`src/rtl/connect_n_judge.sv`:
```
// Connect-N referee: owns the board, drops pieces under gravity and checks for a win
// through the last placed piece, one direction per cycle.
module connect_n_judge #(
    parameter int ROWS    = 6,
    parameter int COLS    = 7,
    parameter int WIN_LEN = 4,
    localparam int ROW_W  = $clog2(ROWS),
    localparam int COL_W  = $clog2(COLS),
    localparam int CNT_W  = $clog2(ROWS * COLS + 1)
) (
    input  logic             clk,
    input  logic             rst,
    input  logic             new_game,
    input  logic             move_valid,
    output logic             move_ready,
    input  logic             move_player,
    input  logic [COL_W-1:0] move_col,
    output logic             move_reject,
    output logic [ROW_W-1:0] placed_row,
    output logic             result_valid,
    output logic             win_flag,
    output logic             winner,
    output logic [1:0]       win_dir,
    output logic             draw_flag,
    input  logic [ROW_W-1:0] rd_row,
    input  logic [COL_W-1:0] rd_col,
    output logic [1:0]       rd_cell
);

    localparam logic [ROW_W:0]       ROWS_V = (ROW_W + 1)'(ROWS);
    localparam logic [COL_W:0]       COLS_V = (COL_W + 1)'(COLS);
    localparam logic [CNT_W-1:0]     FULL   = CNT_W'(ROWS * COLS);
    localparam logic signed [15:0]   ROWS_S = 16'(ROWS);
    localparam logic signed [15:0]   COLS_S = 16'(COLS);
    localparam logic [15:0]          WIN_V  = 16'(WIN_LEN);

    typedef enum logic [2:0] {
        S_IDLE,
        S_PLACE,
        S_SCAN,
        S_REPORT,
        S_OVER
    } state_t;

    state_t           state_reg, state_next;
    logic [1:0]       dir_reg, dir_next;
    logic [1:0]       board_reg [ROWS][COLS];
    logic [ROW_W:0]   height_reg [COLS];
    logic [CNT_W-1:0] count_reg;
    logic             player_reg;
    logic [ROW_W-1:0] row_reg;
    logic [COL_W-1:0] col_reg;
    logic             reject_reg;
    logic             win_flag_reg;
    logic             winner_reg;
    logic [1:0]       win_dir_reg;
    logic             draw_flag_reg;
    logic [ROW_W-1:0] placed_row_reg;

    logic             clear;
    logic             col_ok;
    logic [ROW_W:0]   sel_height;
    logic             accept;
    logic [1:0]       code;
    logic             scan_win;

    assign clear      = rst | new_game;
    assign col_ok     = {1'b0, move_col} < COLS_V;
    assign sel_height = col_ok ? height_reg[move_col] : '0;
    assign accept     = col_ok && (sel_height != ROWS_V);
    // Player 0 is stored as 2'b01, player 1 as 2'b10.
    assign code       = {player_reg, ~player_reg};

    // ---------------------------------------------------------------
    // Line scan through (row_reg, col_reg) along direction dir_reg
    // ---------------------------------------------------------------
    logic signed [15:0] row_s, col_s, step_r, step_c;
    logic [WIN_LEN-1:1] fwd_hit, bwd_hit;
    logic [15:0]        run_len;
    logic               fwd_go, bwd_go;

    assign row_s  = 16'(row_reg);
    assign col_s  = 16'(col_reg);
    assign step_r = (dir_reg != 2'd0) ? 16'sd1 : 16'sd0;

    always_comb begin
        step_c = 16'sd1;
        case (dir_reg)
            2'd1:    step_c = 16'sd0;
            2'd3:    step_c = -16'sd1;
            default: step_c = 16'sd1;
        endcase
    end

    genvar gi;
    generate
        for (gi = 1; gi < WIN_LEN; gi++) begin : g_ray
            localparam logic signed [15:0] K = 16'(gi);
            logic signed [15:0] fr, fc, br, bc;
            assign fr = row_s + step_r * K;
            assign fc = col_s + step_c * K;
            assign br = row_s - step_r * K;
            assign bc = col_s - step_c * K;
            assign fwd_hit[gi] = (fr >= 16'sd0) && (fr < ROWS_S) && (fc >= 16'sd0) && (fc < COLS_S)
                                 && (board_reg[fr[ROW_W-1:0]][fc[COL_W-1:0]] == code);
            assign bwd_hit[gi] = (br >= 16'sd0) && (br < ROWS_S) && (bc >= 16'sd0) && (bc < COLS_S)
                                 && (board_reg[br[ROW_W-1:0]][bc[COL_W-1:0]] == code);
        end
    endgenerate

    // Each side stops at its first gap, so only contiguous pieces are counted.
    always_comb begin
        run_len = 16'd1;
        fwd_go  = 1'b1;
        bwd_go  = 1'b1;
        for (int k = 1; k < WIN_LEN; k++) begin
            fwd_go  = fwd_go & fwd_hit[k];
            bwd_go  = bwd_go & bwd_hit[k];
            run_len = run_len + {15'd0, fwd_go} + {15'd0, bwd_go};
        end
    end

    assign scan_win = run_len >= WIN_V;

    // ---------------------------------------------------------------
    // Control
    // ---------------------------------------------------------------
    always_comb begin
        state_next = state_reg;
        dir_next   = dir_reg;
        case (state_reg)
            S_IDLE: begin
                if (move_valid && accept)
                    state_next = S_PLACE;
            end
            S_PLACE: begin
                state_next = S_SCAN;
                dir_next   = 2'd0;
            end
            S_SCAN: begin
                if (scan_win || dir_reg == 2'd3)
                    state_next = S_REPORT;
                else
                    dir_next = dir_reg + 2'd1;
            end
            S_REPORT: begin
                state_next = (win_flag_reg || draw_flag_reg) ? S_OVER : S_IDLE;
            end
            S_OVER:  state_next = S_OVER;
            default: state_next = S_IDLE;
        endcase
    end

    always_ff @(posedge clk) begin
        if (clear) begin
            state_reg      <= S_IDLE;
            dir_reg        <= 2'd0;
            count_reg      <= '0;
            player_reg     <= 1'b0;
            row_reg        <= '0;
            col_reg        <= '0;
            reject_reg     <= 1'b0;
            win_flag_reg   <= 1'b0;
            winner_reg     <= 1'b0;
            win_dir_reg    <= 2'd0;
            draw_flag_reg  <= 1'b0;
            placed_row_reg <= '0;
            for (int c = 0; c < COLS; c++) begin
                height_reg[c] <= '0;
                for (int r = 0; r < ROWS; r++)
                    board_reg[r][c] <= 2'b00;
            end
        end else begin
            state_reg  <= state_next;
            dir_reg    <= dir_next;
            reject_reg <= move_valid && (((state_reg == S_IDLE) && !accept) || (state_reg == S_OVER));

            if (state_reg == S_IDLE && move_valid && accept) begin
                player_reg <= move_player;
                col_reg    <= move_col;
                row_reg    <= sel_height[ROW_W-1:0];
            end

            if (state_reg == S_PLACE) begin
                board_reg[row_reg][col_reg] <= code;
                height_reg[col_reg]         <= height_reg[col_reg] + 1'b1;
                count_reg                   <= count_reg + 1'b1;
                placed_row_reg              <= row_reg;
            end

            // Flags are raised as the scan finishes so they line up with result_valid.
            if (state_reg == S_SCAN) begin
                if (scan_win) begin
                    win_flag_reg <= 1'b1;
                    winner_reg   <= player_reg;
                    win_dir_reg  <= dir_reg;
                end else if (dir_reg == 2'd3 && count_reg == FULL) begin
                    draw_flag_reg <= 1'b1;
                end
            end
        end
    end

    assign move_ready   = (state_reg == S_IDLE) || (state_reg == S_OVER);
    assign result_valid = (state_reg == S_REPORT);
    assign move_reject  = reject_reg;
    assign placed_row   = placed_row_reg;
    assign win_flag     = win_flag_reg;
    assign winner       = winner_reg;
    assign win_dir      = win_dir_reg;
    assign draw_flag    = draw_flag_reg;
    assign rd_cell      = (({1'b0, rd_row} < ROWS_V) && ({1'b0, rd_col} < COLS_V))
                          ? board_reg[rd_row][rd_col] : 2'b00;

endmodule

```
`config.mk`:
```
export PLATFORM = sky130hd
export DESIGN_NAME = connect_n_judge
export DESIGN_NICKNAME = d
export VERILOG_FILES = /design/src/rtl/connect_n_judge.sv
export SDC_FILE = /design/constraint.sdc
export NUM_CORES = 1
export LEC_CHECK = 0
export CORE_ASPECT_RATIO = 1.5
export CORE_UTILIZATION = 41
export CTS_CLUSTER_DIAMETER = 30
export CTS_CLUSTER_SIZE = 20
export DETAILED_ROUTE_END_ITERATION = 12
export PLACE_DENSITY = 0.67
export REMOVE_ABC_BUFFERS = 1
export SYNTH_ARGS = -nofsm -noshare
export SYNTH_HDL_FRONTEND = slang
export SYNTH_SLANG_ARGS = --single-unit
```
`constraint.sdc`:
```
create_clock -name clk -period 5.94 [get_ports clk]
set_clock_uncertainty 0.1 [all_clocks]
set_input_delay 0.891 -clock clk [delete_from_list [all_inputs] [get_ports clk]]
set_output_delay 0.891 -clock clk [all_outputs]
set_load 0.02 [all_outputs]
```
==> impl_summary.log <==
[metrics] result of the run: complete, no violations
[metrics] routed length per placed instance: 26.17 um
[metrics] Synth-to-Final Area Change: 11.36%
[metrics] largest driver fanout on the critical path: 16
[metrics] Worst setup SP type: register
[metrics] post-detail-place hpwl: approximately 31 mm
[metrics] Post-Place Setup Slack: 0.1687 ns
[metrics] initial antenna violation count: 0
[metrics] Crit path max-delay family: adder cells
[metrics] effective utilization at floorplan: 0.4176
[metrics] largest net degree at the start of global routing: 64
[metrics] syn avg cell area: 11.78 sq um
[metrics] root cell of the clock tree: clkbuf_16
[metrics] arrival time of the worst setup path: ~5.9 ns
[metrics] Horiz. Die Dim: approximately 150 um
[metrics] detailed-router iteration count before antenna repair: 5
[metrics] Routed met2 length: about 21 mm
[metrics] later-pin clock latency in the skew report: approximately 0.45 ns
[metrics] I/O pin count: 27
[metrics] endpoints failing hold: 0
[metrics] fraction of layout instances using a drive strength above 1: 0.2515
[metrics] max cap viols: 0
[metrics] fraction of post-synthesis cell area in the top cell type by area: 0.3153
[metrics] M1 WL: 14.26 mm
[metrics] vias in the first global route: 10,400
[metrics] flip-flop count of the largest register after layout: 112
[metrics] final-report setup violation count: 0
[metrics] Worst-path clk slew: around 0.070 ns
[metrics] most area-hungry cell type in the Yosys netlist: edfxtp_1
[metrics] Worst Path Buf+Inv: 4
[metrics] area of the placeable core: 31,930 sq um
[metrics] Pwr per Cell Area: 198.9 nW/um^2
[metrics] via count: 10,430
[metrics] net count reported at finish: 1,212
[metrics] number of synthesized flops with an enable pin: 140
[metrics] count of antenna-violating nets left after detailed routing: 0
[metrics] placed cell count: 1,532
[metrics] Non-Filler Instances: 1,567
[metrics] number of warnings printed during yosys synthesis: 0
[metrics] number of inserted diodes: 0
[metrics] CP max-delay cell: fa_1
[metrics] GRT Total Usage: 0.2521
[metrics] part of the Yosys area used for sequential elements: 0.3663
[metrics] Layout Cell Area excl Fill: 14,850 sq um
[metrics] Total Routed Length: approximately 41 mm
[metrics] crit path time final: 5.639 ns
[metrics] worst-margin pin slew: 1.141 ns
[metrics] share of async-settable or async-resettable flops after synthesis: 0
[metrics] GR Overflow Total: 0
[metrics] type of the setup path with the least slack: register to register
[metrics] top area cells in the synthesized netlist: edfxtp_1 32%, mux4_2 26%, mux2i_1 5.3%
[metrics] primary flip-flop cell chosen by synthesis mapping: edfxtp_1
[metrics] total die area: 33,260 sq um
[metrics] Leak: 0.005276 uW
[metrics] Max transition margin: 0.2373
[metrics] mean number of vias per cell: around 6.7
[metrics] length of routed met3 wiring: 2.716 mm
[metrics] crit share post-route: 0.9494
[metrics] CTS buffer count: 17
[metrics] first-pass GRT wire length: a little over 60 mm
[metrics] CTS tree: yes
[metrics] count of H-tree levels built during CTS: 4
[metrics] total negative slack for setup checks: 0 ns
[metrics] WP data required: 6.19 ns
[metrics] Worst Slack Setup Final: 0.3006 ns
[metrics] maximum clock path buffer count: 2
[metrics] CP Capture Type: register
[metrics] gp weighted congestion: 0.9702
[metrics] commonest non-fill, non-tap cell in the layout: nor2_1
[metrics] IO buf count: 26
[metrics] worst min path class: register to register
[metrics] netlist area before placement: approximately 13,000 sq um
[metrics] Synth Instances: between 1,000 and 1,500
[metrics] count of state elements after synthesis: 174
[metrics] post-placement cell area: 14,190 sq um
[metrics] most used cells in the layout excluding fill and tap cells: 182 x nor2_1, 151 x mux4_2, 140 x edfxtp_1
[metrics] critical path's most frequent cell: inv_1
[metrics] Synth cell types: 71
[metrics] first-iteration detailed-routing DRC count: 976
[metrics] number of sinks driven by the clock tree: 174
[metrics] Pins Over Slew Limit: 0
[metrics] number of design rule violations left after detail routing: 0
[metrics] number of core rows: 80
[metrics] worst ir drop on vdd: 0.0001828 V
[metrics] top sig layer: met4
[metrics] worst-path cell chain: inv_1, ha_1, inv_1, ha_4, buf_16, mux2_2, mux4_2, mux4_2, nor3_2, a311oi_1, a2111oi_4, nand2_1, fa_1, inv_1, ha_1, o2111ai_1, and3b_1, o31ai_4, nand4_2, and4b_1
[metrics] die height: 222.9 um
[metrics] highest clock rate: 177.3 MHz
[metrics] slowest cell delay on critical path: 0.55 ns
## cell families after synthesis
| kind of cell | count (synthesis) | share of synthesized area |
|---|---|---|
| flip-flops | 174 | 0.3663 |
| AO/OA/AOI/OAI | 164 | 0.08032 |
| buffers and inverters | 128 | 0.03941 |
| XOR/XNOR | 19 | 0.01248 |
| multiplexers | 250 | 0.3321 |
| adder cells (fa/ha/maj) | 54 | 0.05461 |
| AND/OR/NAND/NOR | 343 | 0.1148 |
## power by group
part	switching [uW]	internal (uW)	total (uW)
combinational	249	214	463
sequential	44.7	1350	1390
clock	508	591	1100
## worst paths after layout
path                                     from             to  slack [ns]  cells after the start
worst max-delay path               dir_reg[1]   state_reg[0]        0.30                     20
worst min-delay path            placed_row[0]  placed_row[0]        0.36                      2
worst max register to register     dir_reg[1]   state_reg[0]        0.30                     20
worst min register to register  placed_row[0]  placed_row[0]        0.36                      2
## worst min-delay path: cells and delay by family (launching register included)
kind            cells  cell delay, ns
flops               1            0.31
simple gates        1            0.05
compound gates      1            0.05
## routing by layer
metal  vias to the layer above  global-route usage
li1                       4410                   -
met1                      5224              0.2881
met2                       623              0.4294
met3                       170             0.03497
met4                         0              0.1801
met5                         -                   0
## cell usage after synthesis (all sizes together), types with 4 or more instances
| cell type | number |
|---|---|
| a211oi | 10 |
| ha | 47 |
| o211ai | 5 |
| edfxtp | 140 |
| a21oi | 36 |
| xor2 | 8 |
| o22ai | 5 |
| xnor2 | 11 |
| nor2 | 183 |
| nand3 | 29 |
| nand4 | 6 |
| clkbuf | 61 |
| mux2i | 70 |
| a31oi | 5 |
| nand2b | 9 |
| dfxtp | 34 |
| fa | 7 |
| inv | 39 |
| o2111ai | 6 |
| o21ai | 63 |
| nor4 | 7 |
| nand2 | 62 |
| nor2b | 9 |
| nor3 | 14 |
| a22o | 4 |
| nand3b | 4 |
| buf | 27 |
| mux2 | 29 |
| mux4 | 151 |
## area by class of cell
class	instances	area (sq um)
Fill cell	2766	17080
Clock buffer	17	425.4
Inverter	40	153.9
Sequential cell	174	4886
Clock inverter	15	150.1
Tap cell	410	513.0
Timing Repair Buffer	81	720.7
Multi-Input combinational cell	830	8001
## stage by stage
stage / total power (uW) / hold slack, ns / util
floorplan: 1701 / 0.3661 / -
global placement: 1859 / 0.3447 / 0.4446
detailed placement: 1865 / 0.3492 / 0.4446
CTS: 2950 / 0.3584 / 0.4626
global route: 3031 / 0.3804 / 0.4651
finish: 2953 / 0.3552 / 0.4651
## timing repair
action,CTS,global route
resized for setup,0,9
hold endpoints to repair,0,0
setup endpoints to repair,0,8
hold buffers,0,0
buffers inserted,0,3
(Power assumes the default switching activity.)
